[src/rtl/dpad_autorepeat.sv]
// Held D-pad levels -> one-cycle step pulses with a press-to-repeat delay, then a fixed repeat rate.
// One-cycle registered latency, no backpressure; DPAD_ACCEL_EN halves the interval after ACCEL_AFTER repeats.
module dpad_autorepeat #(
  parameter int CNT_W        = 24,
  parameter int DELAY_CYCLES = 12000000,
  parameter int RATE_CYCLES  = 2500000,
  parameter int ACCEL_AFTER  = 8
) (
  input  logic       clk,
  input  logic       rst_n,
  input  logic [3:0] btn_udlr,
  output logic [3:0] step_udlr,
  output logic       repeating
);

  typedef enum logic [1:0] {IDLE = 2'd0, DELAY = 2'd1, REPEAT = 2'd2} state_t;

  localparam logic [CNT_W-1:0] DELAY_C = CNT_W'(DELAY_CYCLES);
  localparam logic [CNT_W-1:0] RATE_C  = CNT_W'(RATE_CYCLES);
  localparam logic [CNT_W-1:0] ONE_C   = CNT_W'(1);

  if (DELAY_CYCLES < 2 || longint'(DELAY_CYCLES) >= (longint'(1) << CNT_W)) begin : g_bad_delay
    $error("dpad_autorepeat: DELAY_CYCLES out of range");
  end
  if (RATE_CYCLES < 2 || longint'(RATE_CYCLES) >= (longint'(1) << CNT_W)) begin : g_bad_rate
    $error("dpad_autorepeat: RATE_CYCLES out of range");
  end
  if (ACCEL_AFTER < 0) begin : g_bad_accel
    $error("dpad_autorepeat: ACCEL_AFTER must be non-negative");
  end

  state_t           state_q [4];
  state_t           state_d [4];
  logic [CNT_W-1:0] cnt_q   [4];
  logic [CNT_W-1:0] cnt_d   [4];
  logic [CNT_W-1:0] ivl     [4];
  logic [3:0]       eff;
  logic [3:0]       step_d;
  logic             rep_d;

`ifdef DPAD_ACCEL_EN
  localparam int RPT_W = ($clog2(ACCEL_AFTER + 1) < 1) ? 1 : $clog2(ACCEL_AFTER + 1);
  localparam int FAST  = ((RATE_CYCLES >> 1) < 1) ? 1 : (RATE_CYCLES >> 1);
  localparam logic [RPT_W-1:0] RPT_MAX = RPT_W'(ACCEL_AFTER);
  localparam logic [CNT_W-1:0] FAST_C  = CNT_W'(FAST);

  logic [RPT_W-1:0] rpt_q [4];
  logic [RPT_W-1:0] rpt_d [4];
`endif

  // Opposing pairs cancel: {up,down} = bits 3:2, {left,right} = bits 1:0.
  assign eff = {btn_udlr[3] & ~btn_udlr[2], btn_udlr[2] & ~btn_udlr[3],
                btn_udlr[1] & ~btn_udlr[0], btn_udlr[0] & ~btn_udlr[1]};

  always_comb begin
    for (int i = 0; i < 4; i++) begin
      ivl[i] = RATE_C;
`ifdef DPAD_ACCEL_EN
      if (rpt_q[i] >= RPT_MAX) ivl[i] = FAST_C;
`endif
    end
  end

  always_comb begin
    rep_d  = 1'b0;
    step_d = 4'b0000;
    for (int i = 0; i < 4; i++) begin
      state_d[i] = state_q[i];
      cnt_d[i]   = cnt_q[i];
`ifdef DPAD_ACCEL_EN
      rpt_d[i]   = rpt_q[i];
`endif
      case (state_q[i])
        IDLE: begin
          if (eff[i]) begin
            state_d[i] = DELAY;
            cnt_d[i]   = ONE_C;
            step_d[i]  = 1'b1;
          end
        end
        DELAY: begin
          if (!eff[i]) begin
            state_d[i] = IDLE;
            cnt_d[i]   = '0;
          end else if (cnt_q[i] == DELAY_C) begin
            state_d[i] = REPEAT;
            cnt_d[i]   = ONE_C;
            step_d[i]  = 1'b1;
`ifdef DPAD_ACCEL_EN
            rpt_d[i]   = RPT_W'(1);
`endif
          end else begin
            cnt_d[i]   = cnt_q[i] + ONE_C;
          end
        end
        REPEAT: begin
          // Release is checked first so a release on a repeat boundary emits nothing.
          if (!eff[i]) begin
            state_d[i] = IDLE;
            cnt_d[i]   = '0;
`ifdef DPAD_ACCEL_EN
            rpt_d[i]   = '0;
`endif
          end else if (cnt_q[i] == ivl[i]) begin
            cnt_d[i]   = ONE_C;
            step_d[i]  = 1'b1;
`ifdef DPAD_ACCEL_EN
            if (rpt_q[i] < RPT_MAX) rpt_d[i] = rpt_q[i] + RPT_W'(1);
`endif
          end else begin
            cnt_d[i]   = cnt_q[i] + ONE_C;
          end
        end
        default: begin
          state_d[i] = IDLE;
          cnt_d[i]   = '0;
        end
      endcase
      rep_d = rep_d | (state_d[i] == REPEAT);
    end
  end

  always_ff @(posedge clk or negedge rst_n) begin
    if (!rst_n) begin
      for (int i = 0; i < 4; i++) begin
        state_q[i] <= IDLE;
        cnt_q[i]   <= '0;
`ifdef DPAD_ACCEL_EN
        rpt_q[i]   <= '0;
`endif
      end
      step_udlr <= 4'b0000;
      repeating <= 1'b0;
    end else begin
      for (int i = 0; i < 4; i++) begin
        state_q[i] <= state_d[i];
        cnt_q[i]   <= cnt_d[i];
`ifdef DPAD_ACCEL_EN
        rpt_q[i]   <= rpt_d[i];
`endif
      end
      step_udlr <= step_d;
      repeating <= rep_d;
    end
  end

endmodule

[config.mk]
export PLATFORM = sky130hd
export DESIGN_NAME = dpad_autorepeat
export DESIGN_NICKNAME = d
export VERILOG_FILES = /design/src/rtl/dpad_autorepeat.sv
export SDC_FILE = /design/constraint.sdc
export NUM_CORES = 1
export LEC_CHECK = 0
export ABC_AREA = 1
export CAP_MARGIN = 20
export CORE_ASPECT_RATIO = 0.75
export CORE_MARGIN = 1
export CORE_UTILIZATION = 45
export DETAILED_ROUTE_END_ITERATION = 12
export PLACE_DENSITY = 0.67
export SLEW_MARGIN = 40
export SYNTH_ARGS = -nofsm -noshare
export SYNTH_HDL_FRONTEND = slang
export SYNTH_SLANG_ARGS = --single-unit
[constraint.sdc]
create_clock -name clk -period 2.2 [get_ports clk]
set_clock_uncertainty 0.2 [all_clocks]
set_input_delay 0.44 -clock clk [delete_from_list [all_inputs] [get_ports clk]]
set_output_delay 0.44 -clock clk [all_outputs]
set_load 0.1 [all_outputs]
==> flow_summary.html, run 1 <==
<table>
<tr><th>Metric</th><th>Value</th></tr>
<tr><th colspan="2">CTS</th></tr>
<tr><td>CTS tree</td><td>yes</td></tr>
<tr><td>Longest Clk Path Bufs</td><td>2</td></tr>
<tr><td>Cell chosen for the clock root</td><td>sky130_fd_sc_hd__clkbuf_16</td></tr>
<tr><td>Total CTS buffers</td><td>9</td></tr>
<tr><td>Sink count of the clock tree</td><td>109</td></tr>
<tr><td>Max H-tree Level</td><td>3</td></tr>
<tr><td>Register clock-pin slew on the reported worst setup and hold paths</td><td>0.08 ns</td></tr>
<tr><td>Later-pin clock latency in the skew report</td><td>0.37 ns</td></tr>
<tr><th colspan="2">Die</th></tr>
<tr><td>Number of placement rows</td><td>42</td></tr>
<tr><td>Effective utilization at floorplan</td><td>46.0%</td></tr>
<tr><td>Overall die height</td><td>119 um</td></tr>
<tr><td>I/O pin cnt</td><td>11</td></tr>
<tr><td>Placeable Area</td><td>17700 um2</td></tr>
<tr><td>Die Wd</td><td>157 um</td></tr>
<tr><td>Die outline area</td><td>between 15000 and 20000 um2</td></tr>
<tr><th colspan="2">Worst setup path</th></tr>
<tr><td>Data required time of the worst path</td><td>2.21 ns</td></tr>
<tr><td>FF-to-FF End</td><td>cnt_q[19]</td></tr>
<tr><td>Biggest fanout along the worst timing path</td><td>10</td></tr>
<tr><td>Startpoint type of the worst setup path</td><td>flip-flop</td></tr>
<tr><td>Cell with the largest stage delay on the worst path</td><td>sky130_fd_sc_hd__dfrtp_1</td></tr>
<tr><td>Arrival time at the worst endpoint</td><td>2.08 ns</td></tr>
<tr><td>Crit-path max cell delay</td><td>0.40 ns</td></tr>
<tr><td>Critical path class</td><td>reg2reg</td></tr>
<tr><td>Most used cell, CP</td><td>sky130_fd_sc_hd__nand2_1</td></tr>
<tr><td>Register-to-register setup slack</td><td>0.14 ns</td></tr>
<tr><td>Crit-path cells</td><td>inv_1 &gt; ha_1 &gt; nand2_1 &gt; nor2_1 &gt; nand3_2 &gt; nand2_1 &gt; nand2_2 &gt; buf_4 &gt; nand4_1 &gt; o21ai_0</td></tr>
<tr><td>Critical path endpoint category</td><td>flip-flop</td></tr>
<tr><td>Worst R2R Start</td><td>cnt_q[1]</td></tr>
<tr><td>Worst R2R Path Depth</td><td>10</td></tr>
<tr><th colspan="2">Pwr</th></tr>
<tr><td>Clock power share</td><td>27.7%</td></tr>
<tr><td>Design Power</td><td>0.00576 W</td></tr>
<tr><td>Internal power</td><td>0.00363 W</td></tr>
<tr><td>Net switching power figure</td><td>0.00214 W</td></tr>
<tr><td>Worst vdd ir</td><td>385 uV</td></tr>
<tr><td>Power share of the sequential group</td><td>37.8%</td></tr>
<tr><td>Switch share</td><td>37.1%</td></tr>
<tr><td>Fraction of power consumed by combinational cells</td><td>between 30% and 40%</td></tr>
<tr><td>Power per Cell Area</td><td>594 nW/um2</td></tr>
<tr><td>Leakage power</td><td>between 4 and 5 nW</td></tr>
<tr><th colspan="2">Drt</th></tr>
<tr><td>Vias per Instance</td><td>5.25</td></tr>
<tr><td>Met3 wire length</td><td>1970 um</td></tr>
<tr><td>Total length of routed wires</td><td>24100 um</td></tr>
<tr><td>First-pass DRT Iterations</td><td>5</td></tr>
<tr><td>WL met1</td><td>approximately 12000 um</td></tr>
<tr><td>Average routed wire per standard cell</td><td>14.8 um</td></tr>
<tr><td>Count of vias placed by the detailed router</td><td>approximately 8.6k</td></tr>
<tr><td>Uppermost layer routed</td><td>met4</td></tr>
<tr><td>Met2 WL</td><td>between 9000 and 10000 um</td></tr>
<tr><td>Number of design rule violations left after detail routing</td><td>0</td></tr>
<tr><td>Violation count after the first detailed-routing iteration</td><td>672</td></tr>
<tr><td>Number of nets with antenna violations after detailed routing</td><td>0</td></tr>
<tr><th colspan="2">STA</th></tr>
<tr><td>Final min period</td><td>2.06 ns</td></tr>
<tr><td>Number of pins with negative max-slew slack in the final report</td><td>0</td></tr>
<tr><td>Final setup violation count</td><td>0</td></tr>
<tr><td>Peak clock frequency supported by timing</td><td>0.485 GHz</td></tr>
<tr><td>Remaining max-slew budget at the tightest pin</td><td>about 55%</td></tr>
<tr><td>Ratio of final minimum period to clock period</td><td>93.8%</td></tr>
<tr><td>Hold violation total from the final report</td><td>0</td></tr>
<tr><td>Tightest Pin Transition</td><td>between 0.6 and 0.7 ns</td></tr>
<tr><th colspan="2">Logic synthesis</th></tr>
<tr><td>Part of the Yosys area used for sequential elements</td><td>33.5%</td></tr>
<tr><td>Synth area leaders</td><td>sky130_fd_sc_hd__dfrtp_1 33%, sky130_fd_sc_hd__nand2_1 14%, sky130_fd_sc_hd__nor2_1 9.6%</td></tr>
<tr><td>Flip-flop and latch count after synthesis</td><td>109</td></tr>
<tr><td>Cell taking the most area after synthesis</td><td>sky130_fd_sc_hd__dfrtp_1</td></tr>
<tr><td>Share of flip-flops with an asynchronous set or reset</td><td>between 90% and 100%</td></tr>
<tr><td>Synthesized net count</td><td>around 1.3k</td></tr>
<tr><td>Average instance area after synthesis</td><td>6.47 um2</td></tr>
<tr><td>Synth top area share</td><td>33.5%</td></tr>
<tr><td>Post-Synthesis Cell Area</td><td>between 8000 and 9000 um2</td></tr>
<tr><td>Post-synthesis instance total</td><td>1261</td></tr>
<tr><td>Number of flops mapped to enable cells by yosys</td><td>0</td></tr>
<tr><td>Primary FF master, synth</td><td>sky130_fd_sc_hd__dfrtp_1</td></tr>
<tr><td>Dominant cell by count in the synthesized netlist</td><td>sky130_fd_sc_hd__nand2_1</td></tr>
<tr><td>Cell types with the highest counts after synthesis</td><td>308 x sky130_fd_sc_hd__nand2_1, 208 x sky130_fd_sc_hd__nor2_1, 176 x sky130_fd_sc_hd__inv_1</td></tr>
<tr><td>Yosys cell types</td><td>35</td></tr>
<tr><td>Number of warning messages in the yosys log</td><td>0</td></tr>
<tr><th colspan="2">Global route</th></tr>
<tr><td>Total gr overflow</td><td>0</td></tr>
<tr><td>Overall Global Routing Usage</td><td>26.6%</td></tr>
<tr><td>Pin count of the biggest net entering global routing</td><td>35</td></tr>
<tr><td>Wire length of the first global-routing pass</td><td>39200 um</td></tr>
<tr><td>Vias in the first global route</td><td>7915</td></tr>
<tr><td>Number of antenna violations at the first check in global routing</td><td>0</td></tr>
<tr><th colspan="2">Layout</th></tr>
<tr><td>Post-layout instance count excluding filler cells</td><td>1629</td></tr>
<tr><td>Area added between synthesis and finish</td><td>19.0%</td></tr>
<tr><td>Area used by multi-input combinational logic</td><td>4660 um2</td></tr>
<tr><td>Layout cell share with drive strength beyond 1</td><td>13.6%</td></tr>
<tr><td>Filler Cell Count</td><td>1825</td></tr>
<tr><td>Final non-filler cell area</td><td>9710 um2</td></tr>
<tr><td>Total Nets Final</td><td>1412</td></tr>
<tr><td>Sequential standard cell area</td><td>2730 um2</td></tr>
<tr><td>Total inserted antenna cells</td><td>0</td></tr>
<tr><th colspan="2">Placement</th></tr>
<tr><td>Instance area at placement</td><td>9380 um2</td></tr>
<tr><td>Number of buffers added on ports</td><td>10</td></tr>
<tr><td># placed instances</td><td>1611</td></tr>
<tr><td>Placer congestion estimate</td><td>~1.0</td></tr>
<tr><td>DP Wirelength</td><td>19200 um</td></tr>
<tr><th colspan="2">Status</th></tr>
<tr><td>Run status</td><td>finished clean</td></tr>
<tr><th colspan="2">Job</th></tr>
<tr><td>Max-cap check violation count</td><td>0</td></tr>
<tr><th colspan="2">Worst hold path</th></tr>
<tr><td>Classification of the worst-slack hold path</td><td>in2async</td></tr>
</table>
[logic make-up after synthesis]
family | count (synthesis) | synth area share [%]
simple gates | 782 | 42.0
buf+inv | 203 | 9.99
compound gates | 120 | 8.36
flops | 109 | 33.5
fa+ha+maj | 24 | 3.68
xor+xnor | 23 | 2.47
[worst max path at each step]
stage,startpoint,endpoint,slack [ns],cells past startpoint
2_1_floorplan,cnt_q[48],cnt_q[58],0.37,10
3_3_place_gp,btn_udlr[2],cnt_q[17],-0.12,9
3_5_place_dp,btn_udlr[1],cnt_q[64],-0.19,11
4_1_cts,cnt_q[25],cnt_q[42],0.04,12
5_1_grt,cnt_q[49],cnt_q[65],-0.07,10
6_report,cnt_q[1],cnt_q[19],0.14,10
[placed cells by master (no fill, tap or decap)]
cell,netlist,final
sky130_fd_sc_hd__a21boi_0,2,2
sky130_fd_sc_hd__a21boi_1,6,6
sky130_fd_sc_hd__a21oi_1,39,39
sky130_fd_sc_hd__a21oi_4,3,5
sky130_fd_sc_hd__a22oi_1,2,2
sky130_fd_sc_hd__and2_1,1,1
sky130_fd_sc_hd__buf_12,0,6
sky130_fd_sc_hd__buf_4,2,119
sky130_fd_sc_hd__clkbuf_1,2,1
sky130_fd_sc_hd__clkbuf_16,0,9
sky130_fd_sc_hd__clkdlybuf4s50_1,0,4
sky130_fd_sc_hd__clkinv_2,0,2
sky130_fd_sc_hd__clkinv_4,0,1
sky130_fd_sc_hd__dfrtp_1,109,109
sky130_fd_sc_hd__dlygate4sd3_1,0,1
sky130_fd_sc_hd__ha_1,24,24
sky130_fd_sc_hd__inv_1,176,176
sky130_fd_sc_hd__inv_2,6,6
sky130_fd_sc_hd__inv_6,0,3
sky130_fd_sc_hd__nand2_1,308,307
sky130_fd_sc_hd__nand2_2,15,16
sky130_fd_sc_hd__nand2_4,1,1
sky130_fd_sc_hd__nand3_1,137,135
sky130_fd_sc_hd__nand3_2,2,4
sky130_fd_sc_hd__nand3b_1,2,2
sky130_fd_sc_hd__nand4_1,61,61
sky130_fd_sc_hd__nor2_1,208,205
sky130_fd_sc_hd__nor2_2,9,12
sky130_fd_sc_hd__nor2_4,2,2
sky130_fd_sc_hd__nor3_1,32,32
sky130_fd_sc_hd__nor3_2,1,1
sky130_fd_sc_hd__nor3_4,1,1
sky130_fd_sc_hd__nor4_1,2,2
sky130_fd_sc_hd__o21ai_0,52,52
sky130_fd_sc_hd__o21ai_1,4,4
sky130_fd_sc_hd__o21bai_1,4,4
sky130_fd_sc_hd__o22ai_1,7,7
sky130_fd_sc_hd__xor2_1,23,23
[area by class of cell]
| type | count | share of cell area (%) |
|---|---|---|
| clock inverter | 6 | 0.464 |
| tap | 242 | 3.12 |
| multi-input combinational | 950 | 48.0 |
| sequential | 109 | 28.1 |
| timing repair buffer | 130 | 11.0 |
| inverter | 182 | 7.04 |
| clock buffer | 10 | 2.36 |
[power by group through the flow]
stage	combinational (W)	clock [W]	sequential (W)
after floorplan	0.00104	0	0.00230
after global placement	0.00191	0	0.00222
after detailed placement	0.00192	0	0.00222
after CTS	0.00194	0.00165	0.00218
after global routing	0.00219	0.00172	0.00220
final	0.00198	0.00160	0.00218
[state kept, by name, summed over array words and instances, names as in the netlist]
name	cells
cnt_q	96
repeating	1
state_q	8
step_udlr	4
[what timing repair did]
action                     CTS  global route
setup endpoints to repair    0            30
setup buffers                0             0
gates resized for setup      0             8
hold endpoints to repair    20             0
hold buffers                 1             0
[per-stage QoR]
step                setup TNS (ns)  setup slack [ns]  util (%)  hold slack, ns
floorplan                        0             0.371         -         -0.0556
global placement             -4.47            -0.124      53.0           0.186
detailed placement           -6.57            -0.190      53.0           0.184
CTS                              0            0.0381      54.6           0.334
global route                -0.333           -0.0723      54.8           0.367
finish                           0             0.137      54.8           0.322
[layer usage]
layer  vias to the layer above  global-route usage, %
li1                       4297                      -
met1                      3942                   40.2
met5                         -                      0
met3                        21                   5.17
met2                       298                   39.1
met4                         0                   5.34
[critical path, delay by kind of cell (launching register included)]
| family | cells | cell delay [ns] |
|---|---|---|
| buf+inv | 2 | 0.26 |
| fa+ha+maj | 1 | 0.17 |
| compound gates | 1 | 0.14 |
| flops | 1 | 0.40 |
| simple gates | 6 | 0.75 |
Note: power is estimated with default switching activity, not from simulation.
==> run 2: changes to the inputs <==
Settings changed: CTS_CLUSTER_SIZE set to 30, GPL_TIMING_DRIVEN set to 0.
==> run 2 against run 1 <==
  * Count of clock-buffer cells in the layout stayed put
  * Routed wire length is 3.9% lower
  * Clock power hardly changed
  * Register-to-register slack worse by 0.05 ns
  * Maximum frequency is 2.9% lower
  * Final area is 7.3% lower
  * Non-clock buffer count is 91 lower
  * Total power is 3.0% lower
  * First-iteration DRC count is 48% higher
  * Combinational power is 12% lower
  * Final cell count is 5.6% lower
==> flow_summary.html, run 2 (same netlist as run 1, synthesis figures left out) <==
<table>
<tr><th>Metric</th><th>Value</th></tr>
<tr><th colspan="2">Status</th></tr>
<tr><td>Run status</td><td>finished clean</td></tr>
<tr><th colspan="2">CTS</th></tr>
<tr><td>Register clock-pin slew on the reported worst setup and hold paths</td><td>0.08 ns</td></tr>
<tr><td>Later-pin clock latency in the skew report</td><td>0.36 ns</td></tr>
<tr><td>Max H-tree Level</td><td>3</td></tr>
<tr><td>Sink count of the clock tree</td><td>109</td></tr>
<tr><td>Longest Clk Path Bufs</td><td>2</td></tr>
<tr><td>Total CTS buffers</td><td>9</td></tr>
<tr><td>Cell chosen for the clock root</td><td>sky130_fd_sc_hd__clkbuf_16</td></tr>
<tr><td>CTS tree</td><td>yes</td></tr>
<tr><th colspan="2">Pwr</th></tr>
<tr><td>Leakage power</td><td>around 3.9 nW</td></tr>
<tr><td>Worst vdd ir</td><td>between 300 and 400 uV</td></tr>
<tr><td>Power per Cell Area</td><td>622 nW/um2</td></tr>
<tr><th colspan="2">Die</th></tr>
<tr><td>Die Wd</td><td>roughly 160 um</td></tr>
<tr><td>Effective utilization at floorplan</td><td>46.0%</td></tr>
<tr><td>Overall die height</td><td>around 120 um</td></tr>
<tr><td>Die outline area</td><td>18700 um2</td></tr>
<tr><td>Number of placement rows</td><td>42</td></tr>
<tr><td>I/O pin cnt</td><td>11</td></tr>
<tr><td>Placeable Area</td><td>about 18000 um2</td></tr>
<tr><th colspan="2">Global route</th></tr>
<tr><td>Number of antenna violations at the first check in global routing</td><td>0</td></tr>
<tr><td>Total gr overflow</td><td>0</td></tr>
<tr><td>Vias in the first global route</td><td>between 7k and 8k</td></tr>
<tr><td>Pin count of the biggest net entering global routing</td><td>74</td></tr>
<tr><td>Wire length of the first global-routing pass</td><td>38900 um</td></tr>
<tr><td>Overall Global Routing Usage</td><td>26.4%</td></tr>
<tr><th colspan="2">Placement</th></tr>
<tr><td>Placer congestion estimate</td><td>just under 1</td></tr>
<tr><td>Post-Place Worst Slack</td><td>-0.489 ns</td></tr>
<tr><td>DP Wirelength</td><td>approximately 18000 um</td></tr>
<tr><td>Number of buffers added on ports</td><td>10</td></tr>
<tr><th colspan="2">Drt</th></tr>
<tr><td>First-pass DRT Iterations</td><td>6</td></tr>
<tr><td>Vias per Instance</td><td>5.39</td></tr>
<tr><td>Violation count after the first detailed-routing iteration</td><td>997</td></tr>
<tr><td>Number of nets with antenna violations after detailed routing</td><td>0</td></tr>
<tr><td>Total length of routed wires</td><td>approximately 23000 um</td></tr>
<tr><td>Number of design rule violations left after detail routing</td><td>0</td></tr>
<tr><td>Count of vias placed by the detailed router</td><td>8291</td></tr>
<tr><td>Average routed wire per standard cell</td><td>about 15 um</td></tr>
<tr><th colspan="2">STA</th></tr>
<tr><td>Tightest Pin Transition</td><td>0.589 ns</td></tr>
<tr><td>Hold violation total from the final report</td><td>0</td></tr>
<tr><td>Minimum hold slack</td><td>0.342 ns</td></tr>
<tr><td>Final setup violation count</td><td>0</td></tr>
<tr><td>Final worst slack</td><td>0.0752 ns</td></tr>
<tr><td>Peak clock frequency supported by timing</td><td>0.471 GHz</td></tr>
<tr><td>Number of pins with negative max-slew slack in the final report</td><td>0</td></tr>
<tr><td>Remaining max-slew budget at the tightest pin</td><td>60.5%</td></tr>
<tr><td>Ratio of final minimum period to clock period</td><td>96.6%</td></tr>
<tr><td>Final min period</td><td>2.12 ns</td></tr>
<tr><td>Setup repair after global routing missed its margin</td><td>yes</td></tr>
<tr><th colspan="2">Worst setup path</th></tr>
<tr><td>Crit-path max cell delay</td><td>between 0.4 and 0.5 ns</td></tr>
<tr><td>Most used cell, CP</td><td>sky130_fd_sc_hd__inv_2</td></tr>
<tr><td>Worst R2R Start</td><td>cnt_q[24]</td></tr>
<tr><td>Biggest fanout along the worst timing path</td><td>10</td></tr>
<tr><td>Register-to-register setup slack</td><td>0.09 ns</td></tr>
<tr><td>Critical path endpoint category</td><td>flip-flop</td></tr>
<tr><td>Startpoint type of the worst setup path</td><td>input port</td></tr>
<tr><td>Arrival time at the worst endpoint</td><td>2.22 ns</td></tr>
<tr><td>Data required time of the worst path</td><td>2.29 ns</td></tr>
<tr><td>Critical path class</td><td>in2reg</td></tr>
<tr><td>Bufs and invs on worst path</td><td>5</td></tr>
<tr><td>Cell with the largest stage delay on the worst path</td><td>sky130_fd_sc_hd__clkdlybuf4s50_1</td></tr>
<tr><td>Top Family by Delay on Critical Path</td><td>buffers and inverters</td></tr>
<tr><td>Crit-path cells</td><td>clkdlybuf4s50_1 &gt; inv_1 &gt; nor2_2 &gt; inv_2 &gt; nand2_1 &gt; inv_2 &gt; nor2_4 &gt; a21oi_4 &gt; buf_12 &gt; nor2_1</td></tr>
<tr><td>FF-to-FF End</td><td>cnt_q[42]</td></tr>
<tr><td>Worst R2R Path Depth</td><td>12</td></tr>
<tr><th colspan="2">Layout</th></tr>
<tr><td>Layout cell share with drive strength beyond 1</td><td>8.26%</td></tr>
<tr><td>Total inserted antenna cells</td><td>0</td></tr>
<tr><td>Most common cell after layout, fill and taps aside</td><td>sky130_fd_sc_hd__nand2_1</td></tr>
<tr><td>Sequential standard cell area</td><td>2730 um2</td></tr>
<tr><td>Total Nets Final</td><td>roughly 1.3k</td></tr>
<tr><td>Filler Cell Count</td><td>1803</td></tr>
<tr><td>Number of flip-flops under the largest register name</td><td>96</td></tr>
<tr><td>Top library cells by usage in the layout, fill and taps aside</td><td>307 x sky130_fd_sc_hd__nand2_1, 199 x sky130_fd_sc_hd__nor2_1, 174 x sky130_fd_sc_hd__inv_1</td></tr>
<tr><td>Largest Register</td><td>cnt_q</td></tr>
<tr><td>Top flop regs</td><td>cnt_q x96, state_q x8, step_udlr x4</td></tr>
<tr><td>Area added between synthesis and finish</td><td>10.3%</td></tr>
<tr><td>Area used by multi-input combinational logic</td><td>4670 um2</td></tr>
<tr><th colspan="2">Worst hold path</th></tr>
<tr><td>Classification of the worst-slack hold path</td><td>in2async</td></tr>
<tr><th colspan="2">Job</th></tr>
<tr><td>Max-cap check violation count</td><td>0</td></tr>
</table>
[run 2: layout make-up]
type                            count  area share (%)
Multi-Input combinational cell    949            51.9
Sequential cell                   109            30.3
Inverter                          182            7.60
Tap cell                          242            3.37
Clock buffer                       10            2.66
Timing Repair Buffer               18            2.09
Buffer                             21            1.57
Clock inverter                      6           0.501
[run 2: how the worst max path moves through the flow]
stage / to / slack [ns] / cells after the start / from
after floorplan: cnt_q[58] / 0.37 / 10 / cnt_q[48]
after global placement: cnt_q[64] / -3.84 / 1 / rst_n
after detailed placement: cnt_q[49] / -0.49 / 8 / btn_udlr[1]
after CTS: cnt_q[49] / 0.02 / 10 / cnt_q[48]
after global routing: cnt_q[40] / -0.04 / 10 / btn_udlr[2]
final: cnt_q[42] / 0.08 / 10 / btn_udlr[2]
[run 2: layer usage]
layer  wire length (um)  GRT usage [%]  share of wire, %  up-vias
met4                166           4.85              0.72        0
met5                  0              0                 0        -
li1                   -              -                 -     4115
met3               1690           5.39               7.3       17
met2               9620           37.6                42      319
met1              11700           40.8                50     3840
[run 2: power breakdown]
| part | switching [W] | internal [W] |
|---|---|---|
| clock | 0.000815 | 0.000812 |
| sequential | 0.000112 | 0.00211 |
| combinational | 0.00119 | 0.000557 |
[run 2: timing repair]
| item | 4_1_cts | 5_1_grt |
|---|---|---|
| setup endpoints to repair | 15 | 80 |
| gates resized for setup | 1 | 25 |
| hold buffers | 1 | 0 |
| pin swaps | 1 | 3 |
| hold endpoints to repair | 36 | 0 |
| buffers inserted | 1 | 5 |
[run 2: metrics by stage]
step | cell area, um2 | util (%) | power (W) | TNS (ns) | cells
global placement | 8560 | 48.3 | 0.00382 | -436.87 | 1513
CTS | 8880 | 50.1 | 0.00552 | 0 | 1532
detailed placement | 8560 | 48.4 | 0.00384 | -20.68 | 1514
finish | 8990 | 50.8 | 0.00559 | 0 | 1537
global route | 8990 | 50.8 | 0.00595 | -0.207 | 1537
floorplan | 8150 | - | 0.00335 | 0 | 1261
